<file path="src/rtl/chan_encoder.sv">
// Precoding channel encoder: FIFO-buffered data bits become 2-bit trellis symbols
// (f ^ s == previous f), sent serially one bit per clock, with filler symbols when idle.
module chan_encoder #(
  parameter int FIFO_DEPTH = 4,
  parameter int LVL_W      = 3
) (
  input  logic             clock,
  input  logic             reset,
  input  logic             din,
  input  logic             din_valid,
  output logic             din_ready,
  input  logic             inject_err,
  output logic             sym_out,
  output logic             sym_strobe,
  output logic             idle_sym,
  output logic [LVL_W-1:0] fifo_level
);

  localparam int PTR_W = $clog2(FIFO_DEPTH);

  // Two-state symbol phase: FIRST edges start a symbol, SECOND edges send its second bit.
  typedef enum logic {
    PH_FIRST  = 1'b0,
    PH_SECOND = 1'b1
  } phase_t;

  phase_t                phase;
  logic [FIFO_DEPTH-1:0] fifo_mem;
  logic [PTR_W-1:0]      wr_ptr;
  logic [PTR_W-1:0]      rd_ptr;
  logic                  prev_f;
  logic                  prev_s;
  logic                  s_hold;
  logic                  err_pend;
  logic                  err_arm;

  logic push;
  logic pop;
  logic d_bit;
  logic f_next;
  logic s_next;

  // Handshake: din is taken on any clock edge where din_valid && din_ready; din_ready
  // depends only on the registered level, never on din_valid.
  assign din_ready = (fifo_level < LVL_W'(FIFO_DEPTH));

  always_comb begin
    push   = din_valid && din_ready;
    pop    = (phase == PH_FIRST) && (fifo_level != '0);
    d_bit  = pop ? fifo_mem[rd_ptr] : 1'b0;
    f_next = d_bit ^ prev_s;
    s_next = f_next ^ prev_f;
  end

  always_ff @(posedge clock or negedge reset) begin
    if (!reset) begin
      phase      <= PH_FIRST;
      fifo_mem   <= '0;
      wr_ptr     <= '0;
      rd_ptr     <= '0;
      fifo_level <= '0;
      prev_f     <= 1'b0;
      prev_s     <= 1'b0;
      s_hold     <= 1'b0;
      err_pend   <= 1'b0;
      err_arm    <= 1'b0;
      sym_out    <= 1'b0;
      sym_strobe <= 1'b0;
      idle_sym   <= 1'b0;
    end else begin
      if (push) begin
        fifo_mem[wr_ptr] <= din;
        wr_ptr           <= wr_ptr + PTR_W'(1);
      end
      if (pop) begin
        rd_ptr <= rd_ptr + PTR_W'(1);
      end
      case ({push, pop})
        2'b10:   fifo_level <= fifo_level + LVL_W'(1);
        2'b01:   fifo_level <= fifo_level - LVL_W'(1);
        default: ;
      endcase

      if (phase == PH_FIRST) begin
        phase      <= PH_SECOND;
        sym_out    <= f_next;
        sym_strobe <= 1'b1;
        idle_sym   <= !pop;
        s_hold     <= s_next;
        prev_f     <= f_next;
        prev_s     <= s_next;
        err_arm    <= err_pend | inject_err;
        err_pend   <= 1'b0;
      end else begin
        // Corruption only touches the wire; prev_f/prev_s keep the true trellis state.
        phase      <= PH_FIRST;
        sym_out    <= s_hold ^ err_arm;
        sym_strobe <= 1'b0;
        err_arm    <= 1'b0;
        err_pend   <= err_pend | inject_err;
      end
    end
  end

endmodule
</file>
<file path="config.mk">
export PLATFORM = sky130hd
export DESIGN_NAME = chan_encoder
export DESIGN_NICKNAME = d
export VERILOG_FILES = /design/src/rtl/chan_encoder.sv
export SDC_FILE = /design/constraint.sdc
export NUM_CORES = 1
export LEC_CHECK = 0
export BUFFER_PORTS_ARGS = -buffer_cell sky130_fd_sc_hd__buf_2
export CAP_MARGIN = 20
export CORE_MARGIN = 4
export CORE_UTILIZATION = 55
export CTS_BUF_LIST = sky130_fd_sc_hd__clkbuf_4
export DETAILED_ROUTE_END_ITERATION = 8
export GPL_ROUTABILITY_DRIVEN = 0
export PLACE_DENSITY_LB_ADDON = 0.12
export SLEW_MARGIN = 30
export SYNTH_ARGS = -nofsm -noshare
export SYNTH_HDL_FRONTEND = slang
export SYNTH_SLANG_ARGS = --single-unit
</file>
<file path="constraint.sdc">
create_clock -name clock -period 5.7 [get_ports clock]
set_input_delay 0.285 -clock clock [delete_from_list [all_inputs] [get_ports clock]]
set_output_delay 0.285 -clock clock [all_outputs]
set_load 0.02 [all_outputs]
</file>
==> results.md, run 1 <==
* H-tree lvl count at 1
* Synth Flop Type: dfrtp_1
* PD cells at 492 mW/mm^2
* Num CTS Buffers at 3
* Worst Skew at 0.00113 ns
* Wire length per cell at 11.9 um
* Final Non-Filler Cells at 102
* Total power at 0.470 mW
* Crit share post-route at 35.1%
* Residual DRC at 0
* Postcts setup bufs at 0
* Final HPWL DP at 953 um
* Cells after synthesis at 73
* Fillers at 111
* Slew HR at 66.2%
* Syn. warnings at 0
* Post-synthesis register bit count at 18
* # IOs at 12
* Synthesized Nets at 84
* Startpoint Class: register
* Overall Global Routing Usage at 14.0%
* Root Driver: clkbuf_4
* CTS Buffer Depth at 2
* Crit path DAT at 2.18 ns
* Hold_sp: inject_err
* Leakage power figure at 0.460 nW
* Vias at 516
* Worst slew pin tran at 0.506 ns
* RSZ-0062 raised after global routing: no
* Diode count at 0
* Most frequent cells after synthesis: dfrtp_1 (18), inv_1 (9), nand2_1 (7)
* Sw Share at 38.0%
* Layout cell share with drive strength beyond 1 at 21.8%
* Hold endpoint: err_arm$_DFF_PN0_
* Logic pwr share at 39.4%
* Row cnt at 13
* Reg2Reg Launch Point: fifo_level[0]$_DFFE_PN0P_
* Pre-antenna DRT Iters at 2
* Clk Latency, worst-skew pair at 0.28 ns
* Total wire length at 1.22 mm
* Layout net count at 99
* CTS tree: built
* Number of distinct library cells after synthesis at 23
* CP required at 5.88 ns
* Core Area at 0.00138 sq mm
* Hold path cells at 3
* Sink Count at 18
* Area growth, synth to finish at 12.0%
* Int Pwr at 0.291 mW
* Switch Pwr at 0.179 mW
* Max_cap viols at 0
* Die Y at 47.4 um
* Ys async rst share at 100%
* Critical path endpoint category: register
* Starting Density at 61.6%
* Hold Crit Class: in2reg
* Starting DRT DRC Count at 2
* CP Class: reg2reg
* Share of the yosys chip area belonging to registers at 52.9%
* Overflow left after global routing at 0
* Worst reg2reg endpoint: fifo_level[2]$_DFFE_PN0P_
* Seq pwr share at 47.2%
* Vias in the first global route at 508
* Die Footprint at 0.00224 sq mm
* Via density at 5.06
* # setup viols final at 0
* First-pass GRT wire length at 2.13 mm
* Chip width at 47.4 um
* Post-synth EDFFs at 0
* F_max at 500 MHz
* Tmin final at 2.00 ns
* Clock power share at 13.3%
* Largest net degree at the start of global routing at 19
* Final ANT Viol Nets at 0
* R2R Setup Slk at 3.70 ns
* Outcome: finished clean
* Slew Viols, Final at 0
* Crit Path Max Fanout at 4
* Worst Reg-to-Reg Cells at 8
* Initial antenna violation count at 0
* IO buf count at 11
* Worst VDD drop at 0.000262 V
* Count leader, synth: dfrtp_1
* Mapped cell area at 852 sq um
* Dpl cells at 97
* Final Hold Violating Endpoints at 0
* Area contributors post-synth: dfrtp_1 (53%), ha_1 (7.3%), xnor2_1 (6.2%), mux2_1 (5.3%), inv_1 (4.0%)
* Setup TNS at 0 ns
* Cell taking the most area after synthesis: dfrtp_1
* Share of the synthesized area in the top cell type at 52.9%
* Clock-pin slew on the worst setup and hold paths at 0.10 ns
* Avg Cell Area, Syn at 11.7 sq um
[timing repair]
item,CTS,global route
hold buffers,1,0
gates resized for setup,0,0
hold endpoints to repair,18,0
[layout by cell type, fill, tap and decap left out]
cell and count:
a21boi_2 1, a21oi_1 1, a31oi_1 1, and2_1 1, and4_4 1, buf_2 11, clkbuf_4 3, clkinv_1 1
dfrtp_1 18, dlygate4sd3_1 1, fa_1 1, ha_1 5, inv_1 9, inv_2 1, mux2_1 4, mux2i_1 1
mux4_2 1, nand2_1 7, nand3_1 1, nor2_1 4, nor2b_1 1, o21ai_1 2, o21ai_2 1, or3_1 1
xnor2_1 6, xor2_1 3
[cell families (layout without fill, tap and decap cells)]
| logic type | Yosys count | count (layout) | synth area share (%) |
|---|---|---|---|
| compound gates | 6 | 6 | 4.85 |
| xor+xnor | 9 | 9 | 9.25 |
| fa+ha+maj | 6 | 6 | 9.69 |
| buf+inv | 12 | 26 | 5.29 |
| flops | 18 | 18 | 52.9 |
| mux | 6 | 6 | 9.10 |
| simple gates | 16 | 16 | 8.96 |
[metrics by stage]
step	utilization (%)	cell area (sq um)	setup WS [ns]	hold WS, ns
floorplan	-	852	3.67	-0.0106
global placement	66.4	918	3.78	0.230
detailed placement	66.4	918	3.70	0.227
CTS	69.0	955	3.69	0.227
global route	69.0	955	3.59	0.237
finish	69.0	955	3.70	0.230
[power by group through the flow]
stage | registers [mW] | clock network [mW] | logic [mW]
floorplan | 0.238 | 0 | 0.120
CTS | 0.223 | 0.0636 | 0.189
global placement | 0.222 | 0 | 0.181
detailed placement | 0.226 | 0 | 0.187
global route | 0.230 | 0.0705 | 0.206
finish | 0.222 | 0.0626 | 0.185
[how the worst max path moves through the flow]
stage,slack (ns),cells past startpoint,end,startpoint
after CTS,3.69,8,fifo_level[2]$_DFFE_PN0P_,fifo_level[0]$_DFFE_PN0P_
after global placement,3.78,8,fifo_level[2]$_DFFE_PN0P_,fifo_level[0]$_DFFE_PN0P_
after floorplan,3.67,9,fifo_level[2]$_DFFE_PN0P_,fifo_level[0]$_DFFE_PN0P_
after detailed placement,3.70,8,fifo_level[2]$_DFFE_PN0P_,fifo_level[0]$_DFFE_PN0P_
final,3.70,8,fifo_level[2]$_DFFE_PN0P_,fifo_level[0]$_DFFE_PN0P_
after global routing,3.59,8,fifo_level[2]$_DFFE_PN0P_,fifo_level[0]$_DFFE_PN0P_
[worst max-delay path: stages, from the launching register on]
cell,delay (ns)
dfrtp_1,0.43
or3_1,0.41
and2_1,0.23
ha_1,0.23
inv_1,0.07
fa_1,0.18
xor2_1,0.16
nor2_1,0.07
xnor2_1,0.12
[state kept, by name, indices dropped and copies added (netlist names), 2 cells and up]
| signal | count |
|---|---|
| fifo_mem | 4 |
| rd_ptr | 2 |
| fifo_level | 3 |
| wr_ptr | 2 |
[area by class of cell]
class / instances / area (sq um) / share of cell area (%)
repair buffers: 12 / 65.1 / 6.82
inverters: 10 / 37.5 / 3.93
clock inverters: 1 / 3.75 / 0.393
flip-flops and latches: 18 / 450 / 47.2
multi-input cells: 43 / 357 / 37.4
well taps: 15 / 18.8 / 1.97
clock buffers: 3 / 22.5 / 2.36
[metal layers]
metal  track usage (%)  wire, um  vias to the layer above  share of wire, %
met5                 0         0                        -                 0
met4              6.63        21                        0               1.7
met3              4.60        58                        4               4.8
met2              20.9       526                       10                43
met1              18.2       609                      244                50
li1                  -         -                      258                 -
No activity file was read; power rests on OpenSTA's default activity.
==> run 2, diff against run 1 <==
- clock period: 5.7 -> 1.9 ns (I/O delays scaled with it)
==> run 2 against run 1 <==
Wire length is 27% higher. First-iteration DRC count grew to 5.5 times the previous value. Largest cell class unchanged. Non-clock buffer count is 9 higher. Clock power grew to 3.1 times the previous value. Highest routed layer unchanged. Final area is 10% higher. Worst hold slack worse by 0.20 ns. Count of clock-buffer cells in the layout stayed put. Critical endpoint unchanged. Setup slack worse by 3.6 ns. Via count is 12% higher. Clock skew is 0.0048 ns higher.
==> results.md, run 2 (synthesized netlist as in run 1, its figures left out) <==
* PD cells at 1500 mW/mm^2 (+200%)
* Worst VDD drop at 0.000995 V (+280%)
* Hold_sp: inject_err
* Dpl cells at 99 (+2.1%)
* R2R Setup Slk at 0.06 ns (-3.64 ns)
* Sw Share at 37.6% (-0.36 points)
* Worst slew pin tran at 0.390 ns (-0.115 ns)
* Worst Skew at 0.00589 ns (+0.00476 ns)
* Final instance area at 0.00105 sq mm (+10%)
* Hold path cells at 3 (unchanged)
* Chip width at 47.4 um (unchanged)
* # setup viols final at 0 (unchanged)
* CP Class: reg2reg
* Slew HR at 74.0% (+7.7 points)
* Root Driver: clkbuf_4
* Int Pwr at 0.981 mW (+240%)
* Die Footprint at 0.00224 sq mm (unchanged)
* Final ANT Viol Nets at 0 (unchanged)
* Starting Density at 61.6% (unchanged)
* Overall Global Routing Usage at 16.9% (+2.9 points)
* Initial antenna violation count at 0 (unchanged)
* Layout net count at 108 (+9.1%)
* Final Hold Violating Endpoints at 0 (unchanged)
* Seq pwr share at 42.6% (-4.6 points)
* Via density at 5.20 (+2.8%)
* Commonest non-fill, non-tap cells in the layout: dfrtp_1 (14), buf_2 (11), buf_4 (9)
* Max FFs per register at 4 (unchanged)
* Largest net degree at the start of global routing at 19 (unchanged)
* Reg with most FFs: fifo_mem
* WHS at 0.0298 ns (-0.200 ns)
* Diode count at 0 (unchanged)
* H-tree lvl count at 1 (unchanged)
* # IOs at 12 (unchanged)
* Residual DRC at 0 (unchanged)
* Vias in the first global route at 561 (+10%)
* Final Non-Filler Cells at 111 (+8.8%)
* Area growth, synth to finish at 23.2%
* Largest registers: fifo_mem (4), fifo_level (3)
* CTS Buffer Depth at 2 (unchanged)
* Clock power share at 12.2% (-1.1 points)
* Vias at 577 (+12%)
* Reg2Reg Launch Point: fifo_level[1]$_DFFE_PN0P_
* Wire length per cell at 13.9 um (+16%)
* Pre-antenna DRT Iters at 4 (+2)
* Worst Reg-to-Reg Cells at 8 (unchanged)
* Outcome: finished clean
* Hold endpoint: err_arm$_DFF_PN0_
* Die Y at 47.4 um (unchanged)
* Hold Crit Class: in2reg
* Slew Viols, Final at 0 (unchanged)
* CP required at 2.08 ns (-3.80 ns)
* Clk Latency, worst-skew pair at 0.29 ns (about the same)
* Sink Count at 18 (unchanged)
* Core Area at 0.00138 sq mm (unchanged)
* Layout cell share with drive strength beyond 1 at 38.5% (+17 points)
* Total power at 1.57 mW (+230%)
* Switch Pwr at 0.592 mW (+230%)
* Commonest non-fill, non-tap cell in the layout: dfrtp_1
* Worst reg2reg endpoint: fifo_level[2]$_DFFE_PN0P_
* Starting DRT DRC Count at 11 (+9)
* Num CTS Buffers at 3 (unchanged)
* Logic pwr share at 45.3% (+5.9 points)
* Total wire length at 1.54 mm (+27%)
* DP Area at 961 sq um (+4.6%)
* F_max at 544 MHz (+9.0%)
* Crit path DAT at 2.02 ns (-0.16 ns)
* Crit share post-route at 96.7% (+62 points)
* Leakage power figure at 0.504 nW (+9.5%)
* Tmin final at 1.84 ns (-0.165 ns)
* Startpoint Class: register
* Row cnt at 13 (unchanged)
* First-pass GRT wire length at 2.51 mm (+18%)
* IO buf count at 11 (unchanged)
* Crit Path Max Fanout at 4 (unchanged)
* Final HPWL DP at 1.12 mm (+18%)
* Max_cap viols at 0 (unchanged)
* Clock-pin slew on the worst setup and hold paths at 0.10 ns (about the same)
* Critical path endpoint category: register
* Overflow left after global routing at 0 (unchanged)
* CTS tree: built
[run 2: timing repair]
action                                  in CTS  in global routing
setup buffers                                0                  7
hold buffers                                 1                  0
resized for setup                            0                  0
hold endpoints to repair                    18                  0
endpoints found under the setup margin       0                  2
[run 2: final cells by class]
type | count | area [sq um]
Clock buffer | 3 | 22.5
Clock inverter | 1 | 3.75
Fill cell | 109 | 333
Inverter | 10 | 37.5
Multi-Input combinational cell | 43 | 379
Sequential cell | 18 | 455
Tap cell | 15 | 18.8
Timing Repair Buffer | 21 | 133
[run 2: per-layer routing]
layer | up-vias | share of wire (%) | track usage (%)
met5 | - | 0 | 0
met4 | 0 | 2.9 | 8.29
met3 | 9 | 4.5 | 3.83
met2 | 19 | 49 | 26.5
met1 | 268 | 44 | 21.9
li1 | 281 | - | -
[run 2: how the worst max path moves through the flow]
stage	startpoint	end	slack, ns
after floorplan	fifo_level[2]$_DFFE_PN0P_	fifo_level[1]$_DFFE_PN0P_	-0.04
after global placement	fifo_level[0]$_DFFE_PN0P_	fifo_level[1]$_DFFE_PN0P_	0.08
after detailed placement	fifo_level[2]$_DFFE_PN0P_	fifo_level[2]$_DFFE_PN0P_	0.03
after CTS	fifo_level[2]$_DFFE_PN0P_	fifo_level[1]$_DFFE_PN0P_	0.01
after global routing	fifo_level[1]$_DFFE_PN0P_	fifo_level[2]$_DFFE_PN0P_	-0.008
final	fifo_level[1]$_DFFE_PN0P_	fifo_level[2]$_DFFE_PN0P_	0.06
[run 2: worst max-delay path, cell delays in order, from the launching register on]
cell and delay, ns:
dfrtp_2 0.42, or3_4 0.38, and2_4 0.19, ha_4 0.16, inv_2 0.05, fa_2 0.19, xor2_1 0.16, nor2_1 0.07
xnor2_1 0.12
[run 2: power groups by stage]
stage	Clock [mW]	Sequential (mW)	Combinational, mW
after CTS	0.192	0.684	0.616
final	0.191	0.670	0.712
after global placement	0	0.676	0.571
after detailed placement	0	0.692	0.608
after global routing	0.213	0.700	0.804
after floorplan	0	0.723	0.377
[run 2: per-stage QoR]
stage	utilization (%)	setup TNS (ns)	setup WS (ns)
floorplan	-	-0.0830	-0.0445
global placement	69.5	0	0.0809
detailed placement	69.5	0	0.0325
CTS	72.1	0	0.0108
global route	75.9	-0.00847	-0.00847
finish	75.9	0	0.0629
